[config.mk]
export PLATFORM = sky130hd
export DESIGN_NAME = div
export DESIGN_NICKNAME = d
export VERILOG_FILES = /design/src/rtl/div_pkg.sv /design/src/rtl/div.sv
export SDC_FILE = /design/constraint.sdc
export NUM_CORES = 1
export LEC_CHECK = 0
export ABC_CLOCK_PERIOD_IN_PS = 8000
export CAP_MARGIN = 40
export CORE_UTILIZATION = 57
export DETAILED_ROUTE_END_ITERATION = 8
export DONT_BUFFER_PORTS = 1
export PLACE_DENSITY = 0.72
export SYNTH_ARGS = -nofsm -noshare
export SYNTH_HDL_FRONTEND = slang
export SYNTH_SLANG_ARGS = --single-unit
[constraint.sdc]
create_clock -name clk -period 8 [get_ports clk]
set_input_delay 0.8 -clock clk [delete_from_list [all_inputs] [get_ports clk]]
set_output_delay 0.8 -clock clk [all_outputs]
set_load 0.03 [all_outputs]
[src/rtl/div_pkg.sv]
// Shared encodings and constants for the multi-cycle divider.
// Latency: none (declarations only).
// Backpressure: not applicable.
package div_pkg;

    localparam logic        RstEnable         = 1'b1;
    localparam logic [31:0] ZeroWord          = 32'h0000_0000;

    localparam logic        DivStart          = 1'b1;
    localparam logic        DivStop           = 1'b0;
    localparam logic        DivResultReady    = 1'b1;
    localparam logic        DivResultNotReady = 1'b0;
    localparam logic        DivSigned         = 1'b1;
    localparam logic        DivUnsigned       = 1'b0;

    typedef enum logic [1:0] {
        DivFree   = 2'b00,
        DivByZero = 2'b01,
        DivOn     = 2'b10,
        DivEnd    = 2'b11
    } div_state_t;

endpackage

[src/rtl/div.sv]
// Radix-2 restoring divider for DIV/DIVU; result_o = {remainder, quotient}.
// Latency: ready_o rises 33 edges after the start edge, 2 edges for a zero divisor.
// Backpressure: result held while start_i stays high; start_i low releases it, annul_i aborts at any time.
module div
    import div_pkg::*;
#(
    parameter int DATA_W = 32,
    parameter int CNT_W  = 6
) (
    input  logic                  clk,
    input  logic                  rst,
    input  logic                  signed_div_i,
    input  logic [DATA_W-1:0]     opdata1_i,
    input  logic [DATA_W-1:0]     opdata2_i,
    input  logic                  start_i,
    input  logic                  annul_i,
    output logic [2*DATA_W-1:0]   result_o,
    output logic                  ready_o
);

    div_state_t          r_state;
    logic [CNT_W-1:0]    r_cnt;
    logic [DATA_W-1:0]   r_dvs;       // divisor magnitude
    logic [DATA_W-1:0]   r_quo;       // dividend bits shifting out, quotient bits shifting in
    logic [DATA_W-1:0]   r_rem;       // partial remainder
    logic                r_neg_quo;
    logic                r_neg_rem;
    logic [2*DATA_W-1:0] r_result;
    logic                r_ready;

    logic                w_signed;
    logic                w_op1_neg;
    logic                w_op2_neg;
    logic [DATA_W-1:0]   w_op1_abs;
    logic [DATA_W-1:0]   w_op2_abs;
    logic [DATA_W:0]     w_trial;
    logic [DATA_W-1:0]   w_diff;
    logic                w_ge;
    logic [DATA_W-1:0]   w_rem_step;
    logic [DATA_W-1:0]   w_quo_step;
    logic [DATA_W-1:0]   w_rem_fix;
    logic [DATA_W-1:0]   w_quo_fix;
    logic                w_last;

    // Operand magnitudes, one restoring step, and the sign fix applied on the final step
    always_comb begin
        w_signed   = (signed_div_i != DivUnsigned);
        w_op1_neg  = w_signed && opdata1_i[DATA_W-1];
        w_op2_neg  = w_signed && opdata2_i[DATA_W-1];
        // The most negative value negates to itself, which is its correct unsigned magnitude.
        w_op1_abs  = w_op1_neg ? ('0 - opdata1_i) : opdata1_i;
        w_op2_abs  = w_op2_neg ? ('0 - opdata2_i) : opdata2_i;

        w_trial    = {r_rem, r_quo[DATA_W-1]};
        w_ge       = (w_trial >= {1'b0, r_dvs});
        // When T >= D the difference is below D, so the low DATA_W bits hold it exactly.
        w_diff     = w_trial[DATA_W-1:0] - r_dvs;
        w_rem_step = w_ge ? w_diff : w_trial[DATA_W-1:0];
        w_quo_step = {r_quo[DATA_W-2:0], w_ge};

        w_quo_fix  = r_neg_quo ? ('0 - w_quo_step) : w_quo_step;
        w_rem_fix  = r_neg_rem ? ('0 - w_rem_step) : w_rem_step;
        w_last     = (r_cnt == CNT_W'(DATA_W - 1));
    end

    // Control FSM with working registers and registered outputs
    always_ff @(posedge clk) begin
        if (rst == RstEnable) begin
            r_state   <= DivFree;
            r_cnt     <= '0;
            r_dvs     <= '0;
            r_quo     <= '0;
            r_rem     <= '0;
            r_neg_quo <= 1'b0;
            r_neg_rem <= 1'b0;
            r_ready   <= DivResultNotReady;
            r_result  <= {ZeroWord, ZeroWord};
        end else if (annul_i) begin
            r_state  <= DivFree;
            r_cnt    <= '0;
            r_ready  <= DivResultNotReady;
            r_result <= '0;
        end else begin
            case (r_state)
                DivFree: begin
                    r_ready  <= DivResultNotReady;
                    r_result <= '0;
                    if (start_i == DivStart) begin
                        r_neg_quo <= w_op1_neg ^ w_op2_neg;
                        r_neg_rem <= w_op1_neg;
                        if (opdata2_i == '0) begin
                            r_state <= DivByZero;
                        end else begin
                            r_state <= DivOn;
                            r_cnt   <= '0;
                            r_dvs   <= w_op2_abs;
                            r_quo   <= w_op1_abs;
                            r_rem   <= '0;
                        end
                    end
                end
                DivByZero: begin
                    r_state <= DivEnd;
                    r_quo   <= ZeroWord;
                    r_rem   <= ZeroWord;
                end
                DivOn: begin
                    if (w_last) begin
                        r_state <= DivEnd;
                        r_cnt   <= '0;
                        r_quo   <= w_quo_fix;
                        r_rem   <= w_rem_fix;
                    end else begin
                        r_cnt   <= r_cnt + 1'b1;
                        r_quo   <= w_quo_step;
                        r_rem   <= w_rem_step;
                    end
                end
                DivEnd: begin
                    if (start_i == DivStop) begin
                        r_state  <= DivFree;
                        r_ready  <= DivResultNotReady;
                        r_result <= '0;
                    end else begin
                        r_ready  <= DivResultReady;
                        r_result <= {r_rem, r_quo};
                    end
                end
                default: r_state <= DivFree;
            endcase
        end
    end

    assign result_o = r_result;
    assign ready_o  = r_ready;

endmodule

==> results.md <==
- Status: completed
- Compound-Gate Fraction of Synth Area: 26.6%
- RePlAce Congestion: 0.936
- Yosys cell types: 75
- Fin crit period: 5380 ps
- Hold Crit Class: in2reg
- Final worst clock skew: 17.8 ps
- Via count: 10700
- GRT overflow: 0
- Routed length per instance: 19.0 um
- DRC Markers: 0
- Post-Synth Simple-Gate Area: 20.1%
- Root Driver: clkbuf_16
- Setup Buffers After CTS: 0
- FF+latch count, synth: 171
- Post-synthesis sequential area ratio: 30.0%
- TNS Setup: 0 ps
- Async set-reset flop share out of synthesis: 0%
- Antenna cells: 0
- Slew headroom: 43.1%
- Yosys top cell by area: dfxtp_1
- Share of the synthesized area in the top cell type: 30.0%
- Final Non-Filler Cells: 1690
- Die Ht: 144 um
- Critical Path RT: 8330 ps
- PortBufs: 0
- Worst Setup End Kind: register
- Synth Instances: 1470
- Maxcap violations: 0
- Post-route ant nets: 0
- DP HPWL: 23.6 mm
- Pwr dens: 188 nW/um^2
- Most frequent cell after synthesis: nor2_1
- Worst slew pin tran: 850 ps
- Startpoint class of the critical path: register
- Kind of critical path: reg2reg
- Clk buf depth: 2
- Die area: 20600 sq um
- Layout cells sized above 1: 4.56%
- Final Cycle Share: 67.2%
- Initial antenna violation count: 0
- Final setup vio count: 0
- DP Worst Slack: 2710 ps
- Hold Vio Cnt, Final: 0
- Total power draw: 0.00228 W
- Initial Util: 58.5%
- # nets final: 1523
- Chip Width: 144 um
- Leakage: 4.25 nW
- Post_cts resized: 0
- WP data arrival: 5710 ps
- Synth Warn #: 0
- CORE AREA: 19500 sq um
- Htree depth: 4
- Multiplexer area fraction after synthesis: 2.40%
- DRT Wirelength: 32.2 mm
- Post-synth EDFFs: 0
- First-pass GRT wire length: 50.7 mm
- Final number of max-transition violations: 0
- Placed Cells: 1658
- Synth Area per Inst: 7.77 sq um
- Worst vdd ir: 0.000141 V
- Total track usage: 31.4%
- CTS tree: built
- Max frequency: 186 MHz
- Largest family of logic cells by synthesized area: compound AO/OA/AOI/OAI gates
- Top post-synthesis cells by area: dfxtp_1, nor2_1, xor2_1
- Area share of fa/ha/maj cells after synthesis: 4.67%
- Post-Synth XOR/XNOR Area: 11.2%
- Vias in the first global route: 9518
- Vias per std cell: 6.31
- TritonRoute pass-1 iters: 6
- TritonCTS Buffers: 17
- Synthesis-to-finish area growth: 6.41%
- Initial DRC Count: 955
- Fin worst setup slack: 2620 ps
- CTS hold repair buffers: 0
- Ys flop type: dfxtp_1
- CTS sink count: 171
- Commonest cells post-synth: nor2_1, dfxtp_1, o21ai_0, nand2_1, a21oi_1
- RSZ-0062 raised after global routing: no
- CP max FO: 11
- Syn Std Cell Area: 11400 sq um
- Ports: 134
- Worst-path clk slew: 80 ps
- Clock latency on the worst-skew pair: 440 ps
- Cell Rows: 51
- Syn_nets: 1581
- Finished Core Util: 62.2%
- Largest net degree at the start of global routing: 86
-- critical path: stages, from the launching register on --
cell and delay (ps):
dfxtp_1 390, ha_1 550, nand4_1 230, nor4_1 460
nand4_1 230, o211a_1 230, nand2_2 120, mux2i_1 260
ha_1 270, inv_1 50, or4_1 540, or4_4 560
mux2i_4 220, nand3_1 170, nor3b_1 310, a21oi_1 160
and3_1 250, a211o_1 270
-- flip-flops by register name, indices dropped and copies added (netlist names) --
register / cells
r_neg_rem: 1
result_o: 64
ready_o: 1
r_rem: 32
r_dvs: 32
r_cnt: 6
r_neg_quo: 1
r_quo: 32
r_state: 2
-- path summary, 6_finish.rpt --
path | start | end | slack, ps | depth (start not counted)
worst max-delay path | r_rem[7] | r_rem[26] | 2620 | 17
worst min-delay path | rst | r_quo[11] | 440 | 1
worst max register to register | r_rem[7] | r_rem[26] | 2620 | 17
worst min register to register | r_dvs[31] | r_dvs[31] | 480 | 2
-- where the power goes --
part	total (W)	switching (W)	internal (W)
Combinational	0.000516	0.000326	0.000190
Clock	0.000856	0.000408	0.000448
Sequential	0.000912	0.0000314	0.000881
Total	0.00228	0.000766	0.00152
-- per-layer routing --
metal	track usage, %	routed length, um	vias up
met5	0	0	-
met4	8.68	470	0
met3	6.26	2860	38
met2	45.4	13600	449
met1	46.5	15300	4931
li1	-	-	5249
-- layout by cell type, fill, tap and decap left out, drive strengths merged, types with 10 or more instances in the layout --
| master | synthesis | layout |
|---|---|---|
| nor2 | 231 | 231 |
| dfxtp | 171 | 171 |
| o21ai | 100 | 100 |
| nand2 | 94 | 94 |
| a21oi | 85 | 85 |
| xor2 | 79 | 79 |
| a22oi | 77 | 77 |
| xnor2 | 67 | 67 |
| inv | 55 | 65 |
| ha | 41 | 41 |
| a211oi | 38 | 38 |
| o221ai | 32 | 32 |
| nor3 | 30 | 30 |
| mux2i | 25 | 25 |
| o31ai | 22 | 22 |
| nand3 | 17 | 17 |
| or3 | 17 | 17 |
| clkbuf | 59 | 17 |
| nand4 | 17 | 17 |
| nor4 | 16 | 16 |
| and3 | 14 | 14 |
| o41ai | 14 | 14 |
| and2 | 13 | 13 |
| buf | 30 | 12 |
| nand2b | 11 | 11 |
| a21o | 10 | 10 |
-- layout make-up --
type,count,area [sq um]
timing repair buffer,12,143
tap,265,332
fill,1832,7380
clock buffer,17,425
inverter,55,206
sequential,171,3420
clock inverter,15,170
multi-input combinational,1155,7450
-- cell families after synthesis --
group,Yosys count
AND/OR/NAND/NOR,496
AO/OA/AOI/OAI,445
flip-flops,171
XOR/XNOR,146
buffers and inverters,144
adder cells (fa/ha/maj),42
multiplexers,26
-- through the flow --
stage / instance area, sq um / hold slack [ps]
3_3_place_gp: 11500 / 456
3_5_place_dp: 11600 / 473
4_1_cts: 12200 / 432
2_1_floorplan: 11400 / 450
6_report: 12200 / 439
5_1_grt: 12200 / 424
Note: power is estimated with default switching activity, not from simulation.
